==> src/rtl/core_id_ex_pipe.sv <==
// Decode-to-execute pipeline register with a 2-entry skid buffer and write-back operand bypass.
// Define CORE_WB_BYPASS_EN to enable capture-time bypass and snooping of held operands.
module core_id_ex_pipe #(
  parameter int DATA_WIDTH = 32,
  parameter int CTRL_WIDTH = 16
) (
  input  logic                  clk,
  input  logic                  rst_n,
  input  logic                  id_valid,
  output logic                  id_ready,
  input  logic [DATA_WIDTH-1:0] id_pc,
  input  logic [4:0]            id_rs1_addr,
  input  logic [4:0]            id_rs2_addr,
  input  logic [4:0]            id_rd_addr,
  input  logic                  id_rd_we,
  input  logic [DATA_WIDTH-1:0] id_imm,
  input  logic [CTRL_WIDTH-1:0] id_ctrl,
  input  logic [DATA_WIDTH-1:0] rf_read_data0,
  input  logic [DATA_WIDTH-1:0] rf_read_data1,
  input  logic                  wb_we,
  input  logic [4:0]            wb_addr,
  input  logic [DATA_WIDTH-1:0] wb_data,
  input  logic                  flush,
  output logic                  ex_valid,
  input  logic                  ex_ready,
  output logic [DATA_WIDTH-1:0] ex_pc,
  output logic [DATA_WIDTH-1:0] ex_imm,
  output logic [DATA_WIDTH-1:0] ex_rs1_data,
  output logic [DATA_WIDTH-1:0] ex_rs2_data,
  output logic [4:0]            ex_rd_addr,
  output logic                  ex_rd_we,
  output logic [CTRL_WIDTH-1:0] ex_ctrl
);

`ifdef CORE_WB_BYPASS_EN
  localparam logic BYPASS_EN = 1'b1;
`else
  localparam logic BYPASS_EN = 1'b0;
`endif

  // Bit 0 = main entry valid, bit 1 = skid entry valid.
  localparam logic [1:0] EMPTY = 2'b00;
  localparam logic [1:0] ONE   = 2'b01;
  localparam logic [1:0] FULL  = 2'b11;

  logic [1:0] state_q, state_d;
  logic       main_valid, skid_valid;
  logic       accept, rel;
  logic       load_main_in, load_skid, move_skid;

  logic [4:0]            id_rs_addr [2];
  logic [DATA_WIDTH-1:0] rf_data    [2];

  logic [DATA_WIDTH-1:0] main_pc_q, skid_pc_q;
  logic [DATA_WIDTH-1:0] main_imm_q, skid_imm_q;
  logic [4:0]            main_rd_addr_q, skid_rd_addr_q;
  logic                  main_rd_we_q, skid_rd_we_q;
  logic [CTRL_WIDTH-1:0] main_ctrl_q, skid_ctrl_q;

  assign id_rs_addr = '{id_rs1_addr, id_rs2_addr};
  assign rf_data    = '{rf_read_data0, rf_read_data1};

  assign main_valid = state_q[0];
  assign skid_valid = state_q[1];
  assign id_ready   = !skid_valid;
  assign ex_valid   = main_valid;

  assign accept = id_valid && !skid_valid;
  assign rel    = main_valid && ex_ready;

  assign load_main_in = !flush && accept && (!main_valid || rel);
  assign load_skid    = !flush && accept && main_valid && !rel;
  assign move_skid    = !flush && skid_valid && rel;

  always_comb begin
    state_d = state_q;
    case (state_q)
      EMPTY: if (accept) state_d = ONE;
      ONE: begin
        if (accept && !rel)      state_d = FULL;
        else if (!accept && rel) state_d = EMPTY;
      end
      FULL:    if (rel) state_d = ONE;
      default: state_d = EMPTY;
    endcase
    if (flush) state_d = EMPTY;
  end

  always_ff @(posedge clk or negedge rst_n) begin
    if (!rst_n) begin
      state_q <= EMPTY;
    end else begin
      state_q <= state_d;
    end
  end

  always_ff @(posedge clk or negedge rst_n) begin
    if (!rst_n) begin
      main_pc_q      <= '0;
      main_imm_q     <= '0;
      main_rd_addr_q <= '0;
      main_rd_we_q   <= 1'b0;
      main_ctrl_q    <= '0;
    end else if (load_main_in) begin
      main_pc_q      <= id_pc;
      main_imm_q     <= id_imm;
      main_rd_addr_q <= id_rd_addr;
      main_rd_we_q   <= id_rd_we;
      main_ctrl_q    <= id_ctrl;
    end else if (move_skid) begin
      main_pc_q      <= skid_pc_q;
      main_imm_q     <= skid_imm_q;
      main_rd_addr_q <= skid_rd_addr_q;
      main_rd_we_q   <= skid_rd_we_q;
      main_ctrl_q    <= skid_ctrl_q;
    end
  end

  always_ff @(posedge clk or negedge rst_n) begin
    if (!rst_n) begin
      skid_pc_q      <= '0;
      skid_imm_q     <= '0;
      skid_rd_addr_q <= '0;
      skid_rd_we_q   <= 1'b0;
      skid_ctrl_q    <= '0;
    end else if (load_skid) begin
      skid_pc_q      <= id_pc;
      skid_imm_q     <= id_imm;
      skid_rd_addr_q <= id_rd_addr;
      skid_rd_we_q   <= id_rd_we;
      skid_ctrl_q    <= id_ctrl;
    end
  end

  // One slice per source operand: index, captured value and write-back snoop.
  for (genvar gi = 0; gi < 2; gi++) begin : g_opnd
    logic [4:0]            main_rs_q, skid_rs_q;
    logic [DATA_WIDTH-1:0] main_op_q, main_op_d;
    logic [DATA_WIDTH-1:0] skid_op_q, skid_op_d;
    logic [DATA_WIDTH-1:0] cap_val, skid_snooped;
    logic                  cap_hit, main_hit, skid_hit;

    // x0 is hardwired, so a write-back to index 0 never corrects anything.
    assign cap_hit  = BYPASS_EN && wb_we && (wb_addr == id_rs_addr[gi]) && (id_rs_addr[gi] != 5'd0);
    assign main_hit = BYPASS_EN && wb_we && (wb_addr == main_rs_q) && (main_rs_q != 5'd0);
    assign skid_hit = BYPASS_EN && wb_we && (wb_addr == skid_rs_q) && (skid_rs_q != 5'd0);

    assign cap_val      = cap_hit  ? wb_data : rf_data[gi];
    assign skid_snooped = skid_hit ? wb_data : skid_op_q;

    always_comb begin
      main_op_d = main_op_q;
      if (load_main_in)             main_op_d = cap_val;
      else if (move_skid)           main_op_d = skid_snooped;
      else if (main_valid && main_hit) main_op_d = wb_data;
    end

    always_comb begin
      skid_op_d = skid_op_q;
      if (load_skid)                   skid_op_d = cap_val;
      else if (skid_valid && skid_hit) skid_op_d = wb_data;
    end

    always_ff @(posedge clk or negedge rst_n) begin
      if (!rst_n) begin
        main_rs_q <= '0;
        skid_rs_q <= '0;
        main_op_q <= '0;
        skid_op_q <= '0;
      end else begin
        main_op_q <= main_op_d;
        skid_op_q <= skid_op_d;
        if (load_main_in)   main_rs_q <= id_rs_addr[gi];
        else if (move_skid) main_rs_q <= skid_rs_q;
        if (load_skid)      skid_rs_q <= id_rs_addr[gi];
      end
    end
  end

  assign ex_pc       = main_pc_q;
  assign ex_imm      = main_imm_q;
  assign ex_rd_addr  = main_rd_addr_q;
  assign ex_rd_we    = main_rd_we_q;
  assign ex_ctrl     = main_ctrl_q;
  assign ex_rs1_data = g_opnd[0].main_op_q;
  assign ex_rs2_data = g_opnd[1].main_op_q;

endmodule

==> config.mk <==
export PLATFORM = sky130hd
export DESIGN_NAME = core_id_ex_pipe
export DESIGN_NICKNAME = d
export VERILOG_FILES = /design/src/rtl/core_id_ex_pipe.sv
export SDC_FILE = /design/constraint.sdc
export NUM_CORES = 1
export LEC_CHECK = 0
export CAP_MARGIN = 20
export CORE_ASPECT_RATIO = 2
export CORE_MARGIN = 1
export CORE_UTILIZATION = 43
export DETAILED_ROUTE_END_ITERATION = 6
export PLACE_DENSITY = 0.86
export RECOVER_POWER = 100
export SLEW_MARGIN = 20
export SYNTH_ARGS = -nofsm -noshare
export SYNTH_HDL_FRONTEND = slang
export SYNTH_SLANG_ARGS = --single-unit
==> constraint.sdc <==
create_clock -name clk -period 1.7 [get_ports clk]
set_input_delay 0.34 -clock clk [delete_from_list [all_inputs] [get_ports clk]]
set_output_delay 0.34 -clock clk [all_outputs]
set_load 0.05 [all_outputs]
---- After elaboration in Yosys (flattened, before gate mapping) ----
Index checks and enable logic that the tools add are counted.
W data, S select, Z words.
word-level totals
  bits in registers ....................... 302
  bits in latches ......................... 0
  memory bits (writable) .................. 0
  memory bits (read-only) ................. 0
  input bits .............................. 203
  output and inout port bits .............. 152
  logic and storage cells ................. 59
  memories kept ........................... 0
operators by class
  add/sub/neg operators ................... 0
  multiply operators ...................... 0
  div/mod/pow operators ................... 0
  magnitude comparators ................... 0
  equality and inequality tests ........... 5
  shift-type cells ........................ 0
  mux-type cells .......................... 20
  bitwise operators ....................... 0
  reduce and logical (&&, ||, !) cells .... 19
operator list
  kind                  count
  $mux W32              8
  $mux W16              2
  $logic_and A1 B1 Y1   10
  $mux W2               5
  $mux W5               2
  $ne A3 B3 Y1 const B  2
  $pmux W2 S3           1
  $logic_not A1 Y1      5
  $ne A4 B4 Y1 const B  1
  $reduce_and A3 Y1     1
  $eq A2 B1 Y1 const B  1
  $eq A2 B2 Y1 const B  1
  $logic_not A2 Y1      1
  $mux W1               2
  $reduce_bool A2 Y1    1
  $logic_or A1 B1 Y1    1

---- Depth between registers and ports, before layout ----
  word-level depth ........................ 8
  depth in mapped cells ................... 7
  gate-level depth less buffers ........... 7

---- Worst setup path after synthesis ----
OpenSTA, ideal clock, no wires.
  path type ............................... register to register
  start ................................... register state_q[0]
  end ..................................... register g_opnd[0].skid_op_q[12]
  setup time .............................. 0.127 ns
  arrival time ............................ 1.858 ns
  data required time ...................... 1.573 ns
  slack ................................... -0.285 ns
  cell stages (with the launch flop) ...... 7
  buffers on the path ..................... 3
  period minus slack after synthesis ...... 1.985 ns
  cells stage by stage .................... dfrtp_1 nand2b_1 or3_1 clkbuf_1 buf_6 buf_6 mux2_1
on the way
  cells in the longest elaborated chain, start to end .. 3
  elaborated cells on any way between the ends .. 4
  classes of those cells .................. reduce/logical: 4
ends and longest elaborated chain
  element                  RTL line  RTL
  from (decl)              46        logic [1:0] state_q, state_d;
  from (signal assigned)   93        state_q <= state_d;
  $logic_and A1 B1 Y1      69        assign rel = main_valid && ex_ready;
  $logic_not A1 Y1         72        assign load_skid = !flush && accept && main_valid && !rel;
  $logic_and A1 B1 Y1 (*)  72
  to (signal assigned)     172       skid_op_q <= skid_op_d;
  to (decl)                139       logic [DATA_WIDTH-1:0] skid_op_q, skid_op_d;
Every way passes the cells marked *; elsewhere a longest branch is shown, timed or not.
A chain may end at the register's enable or synchronous reset.

---- Worst setup path after layout ----
  start ................................... register state_q[1]
  end ..................................... register main_pc_q[0] (netlist: ex_pc[0])
on the way
  cells in the longest elaborated chain, start to end .. 5
  elaborated cells on any way between the ends .. 8
  classes of those cells .................. mux: 1; reduce/logical: 7
ends and longest elaborated chain
  element                                         RTL line  RTL
  $logic_not A1 Y1                                68        assign accept = id_valid && !skid_valid;
  $logic_and A1 B1 Y1                             68
  $logic_and A1 B1 Y1 (2 in a row)                71        assign load_main_in = !flush && accept && (!main_valid || rel);
  $mux W32 or $reduce_bool A2 Y1 (tied branches)  n/a
  to (signal assigned)                            105       main_pc_q <= id_pc;
  to (signal assigned)                            111       main_pc_q <= skid_pc_q;
  to (decl)                                       54        logic [DATA_WIDTH-1:0] main_pc_q, skid_pc_q;
Several ways; a longest one is shown, not always the timed one.

==> flow_summary_export.csv <==
group,metric,value,unit
route,antenna_left,0,
sta,min_period,1.82,ns
route,wire_per_inst,25.6,microns
sta,worstMarginPinSlew,0.985,ns
finish,final_core_util,63.8,%
power,power.density,1720,mW/mm^2
yosys,synthCells,847,
yosys,ys.flop_type,"dfrtp_1",
sta,fmax,0.548,GHz
outcome,violations,"setup timing",
floorplanning,die_w,121,microns
route,firstDrtPassIters,7,
power,ir_drop,1250,uV
power,p_sw,0.0122,W
yosys,avgSynthCellArea,14.5,sq um
finish,instances_no_fill,1615,
setup_path,max_stage_delay,0.41,ns
setup_path,critPathLaunchType,"register",
sta,setup_violations,297,
route,drc_errors,0,
finish,syn2layout_area_growth,46.2,%
floorplanning,pin_count,355,
finish,multi_input_area,0.00475,sq mm
yosys,synthesis.area,0.0123,sq mm
route,num_vias,9413,
route,initialDrtViolationCount,646,
power,p_int,0.0187,W
route,routed_wl,41400,microns
yosys,synth_cell_type_count,23,
yosys,synth_fp_nets,1055,
global_route,antenna_found_initial,7,
finish,drive_above_1_share,37.3,%
sta,final.setup.tns,-17.28,ns
cts,clk_latency,0.54,ns
power,p_leak,9.42,nW
floorplanning,row_count,87,
sta,worst_slack,-0.124,ns
cts,cts_tree,"built",
cts,clockBufferDepth,3,
power,comb_power_share,41.2,%
floorplanning,core_area,0.0281,sq mm
yosys,yosysMostFrequentCell,"dfrtp_1",
sta,finalHoldViolations,0,
finish,final_nets,1440,
sta,maxSlewViolCount,0,
setup_path,critPathRequiredTime,2.13,ns
yosys,async_reset_ff_share,100,%
route,via_per_inst,5.83,
yosys,yosysWarningCount,0,
sta,finClkSkew,0.0151,ns
yosys,synthTopCellsByArea,"dfrtp_1 (62%), a22o_1 (11%), mux2_1 (9.2%), a21o_1 (9.1%), mux2_2 (4.6%)",
global_route,grt_use_total,22.8,%
setup_path,cp_common_cell,"buf_12",
setup_path,critPathSlowestCell,"dfrtp_1",
placement,dpl_cell_area,0.0157,sq mm
power,p_seq_share,39.6,%
floorplanning,dieArea,0.0292,sq mm
cts,root_buffer,"clkbuf_16",
placement,dp_hpwl,22500,microns
yosys,seq_area_frac_synth,61.6,%
setup_path,worstPathArrival,2.25,ns
global_route,grt_pass1_wl,50900,microns
placement,dp.cells,1494,
yosys,ys_ff_latch,302,
power,pwr-share-clk,19.2,%
sta,final.period_utilization,107,%
global_route,overflow,0,
placement,gp_congestion,0.792,
floorplanning,start_util,43.7,%
finish,seq_area,0.00756,sq mm
setup_path,cp-end-kind,"register",
floorplanning,dieHeight,241,microns
run,cap_violations,0,
setup_path,critPathKind,"register to register",
hold_path,hold_path.class,"primary input to register",
yosys,synth_common_cells,"dfrtp_1 (302), a22o_1 (149), a21o_1 (148)",
cts,cts_max_level,1,
yosys,yosys.area.top_type_share,61.6,%
sta,grt_setup_unrepaired,"true",
yosys,yosys.area.top_type,"dfrtp_1",
global_route,grt_max_degree,63,
setup_path,path_max_fanout,9,
global_route,grt_pass1_vias,9413,
sta,slew_headroom,34.3,%
power,netSwitchingFraction,39.5,%
finish,fin_area,0.0179,sq mm
cts,cts_num_sinks,302,
cts,path_clk_slew,0.07,ns
yosys,synth_edf_count,0,
finish,fillCellCount,2026,
placement,dp_slack,-0.456,ns
outcome,status,"finished, violations left",
placement,portBuffers,306,
setup_path,crit_chain,"nand2b_4 -> buf_6 -> a211oi_4 -> buf_12 -> nor2_4 -> buf_12 -> clkbuf_16 -> a21o_1",
cts,cts_buffers,27,
-- layer usage --
metal / wire (microns) / GRT usage [%]
met4: 2500 / 13.1
met2: 22100 / 41.6
met1: 14400 / 24.7
met5: 0 / 0
met3: 2350 / 3.26
-- worst paths after layout --
| check | start | slack (ns) | end | depth (start not counted) |
|---|---|---|---|---|
| worst max-delay path | state_q[1] | -0.12 | ex_pc[0] | 8 |
| worst min-delay path | rf_read_data0[21] | 0.43 | g_opnd[0].skid_op_q[21] | 2 |
| worst max register to register | state_q[1] | -0.12 | ex_pc[0] | 8 |
| worst min register to register | ex_pc[31] | 0.48 | ex_pc[31] | 1 |
| max in group asynchronous | rst_n | 0.11 | skid_pc_q[26] | 4 |
| min in group asynchronous | rst_n | 0.50 | skid_pc_q[21] | 2 |
-- layout by cell type, fill, tap and decap left out, types with 2 or more instances in the layout --
cell,Yosys,final
diode_2,0,9
buf_16,0,13
clkinv_2,0,4
clkbuf_16,0,56
dfrtp_1,302,301
clkbuf_4,0,3
mux2_2,50,49
buf_6,11,11
nand2_1,4,4
o21ai_0,5,5
inv_4,0,2
mux2i_1,2,2
buf_8,0,8
a21o_1,148,148
clkdlybuf4s50_1,0,153
buf_12,0,22
mux2_4,0,100
clkbuf_2,0,156
clkbuf_1,17,8
buf_4,0,23
inv_1,5,3
ha_1,5,4
a22o_1,149,149
clkbuf_8,0,7
-- sequential cells by signal, indices dropped and copies added, names as in the netlist --
name and flops:
skid_pc_q 32, state_q 2, skid_rd_we_q 1, ex_rs2_data 32, skid_imm_q 32, g_opnd.skid_op_q 64, ex_rs1_data 32, skid_ctrl_q 16
ex_imm 32, ex_rd_addr 5, ex_ctrl 16, ex_rd_we 1, skid_rd_addr_q 5, ex_pc 32
-- critical path, delay by kind of cell (launching register included) --
family	cells	cell delay, ns
compound gates	2	0.43
buf+inv	4	0.62
flops	1	0.41
simple gates	2	0.24
-- timing repair --
item | 4_1_cts | 5_1_grt
endpoints found under the setup margin | 160 | 267
cloned | 7 | 41
hold endpoints to repair | 75 | 0
hold buffers | 1 | 0
pin swaps | 103 | 45
resized for setup | 56 | 96
setup buffers | 6 | 11
-- cell type report --
| type | instances | area share [%] |
|---|---|---|
| diodes | 9 | 0.126 |
| well taps | 356 | 2.48 |
| inverters | 5 | 0.133 |
| clock inverters | 6 | 0.209 |
| flip-flops and latches | 302 | 42.2 |
| multi-input cells | 475 | 26.5 |
| repair buffers | 421 | 24.0 |
| clock buffers | 41 | 4.45 |
-- per-stage QoR --
| stage | hold slack (ns) | total power, W |
|---|---|---|
| floorplan | 0.0444 | 0.0192 |
| CTS | 0.258 | 0.0299 |
| detailed placement | 0.240 | 0.0234 |
| finish | 0.427 | 0.0308 |
| global placement | 0.236 | 0.0229 |
| global route | 0.425 | 0.0320 |
-- power by group through the flow --
stage / Sequential, W / Combinational (W) / Clock, W
4_1_cts: 0.0120 / 0.0119 / 0.00598
3_5_place_dp: 0.0121 / 0.0113 / 0
2_1_floorplan: 0.0160 / 0.00314 / 0
6_report: 0.0122 / 0.0127 / 0.00593
3_3_place_gp: 0.0119 / 0.0110 / 0
5_1_grt: 0.0124 / 0.0132 / 0.00628
-- cells by family (layout without fill, tap and decap cells) --
family | after synthesis | after routing | synth area share [%]
other | 0 | 9 | 0
muxes | 152 | 152 | 13.9
adders and majority gates | 5 | 5 | 0.510
buffers and inverters | 70 | 473 | 3.19
AOI/OAI and AO/OA | 307 | 307 | 20.3
DFF | 302 | 302 | 61.6
and+or+nand+nor | 11 | 11 | 0.459
(Power assumes the default switching activity.)
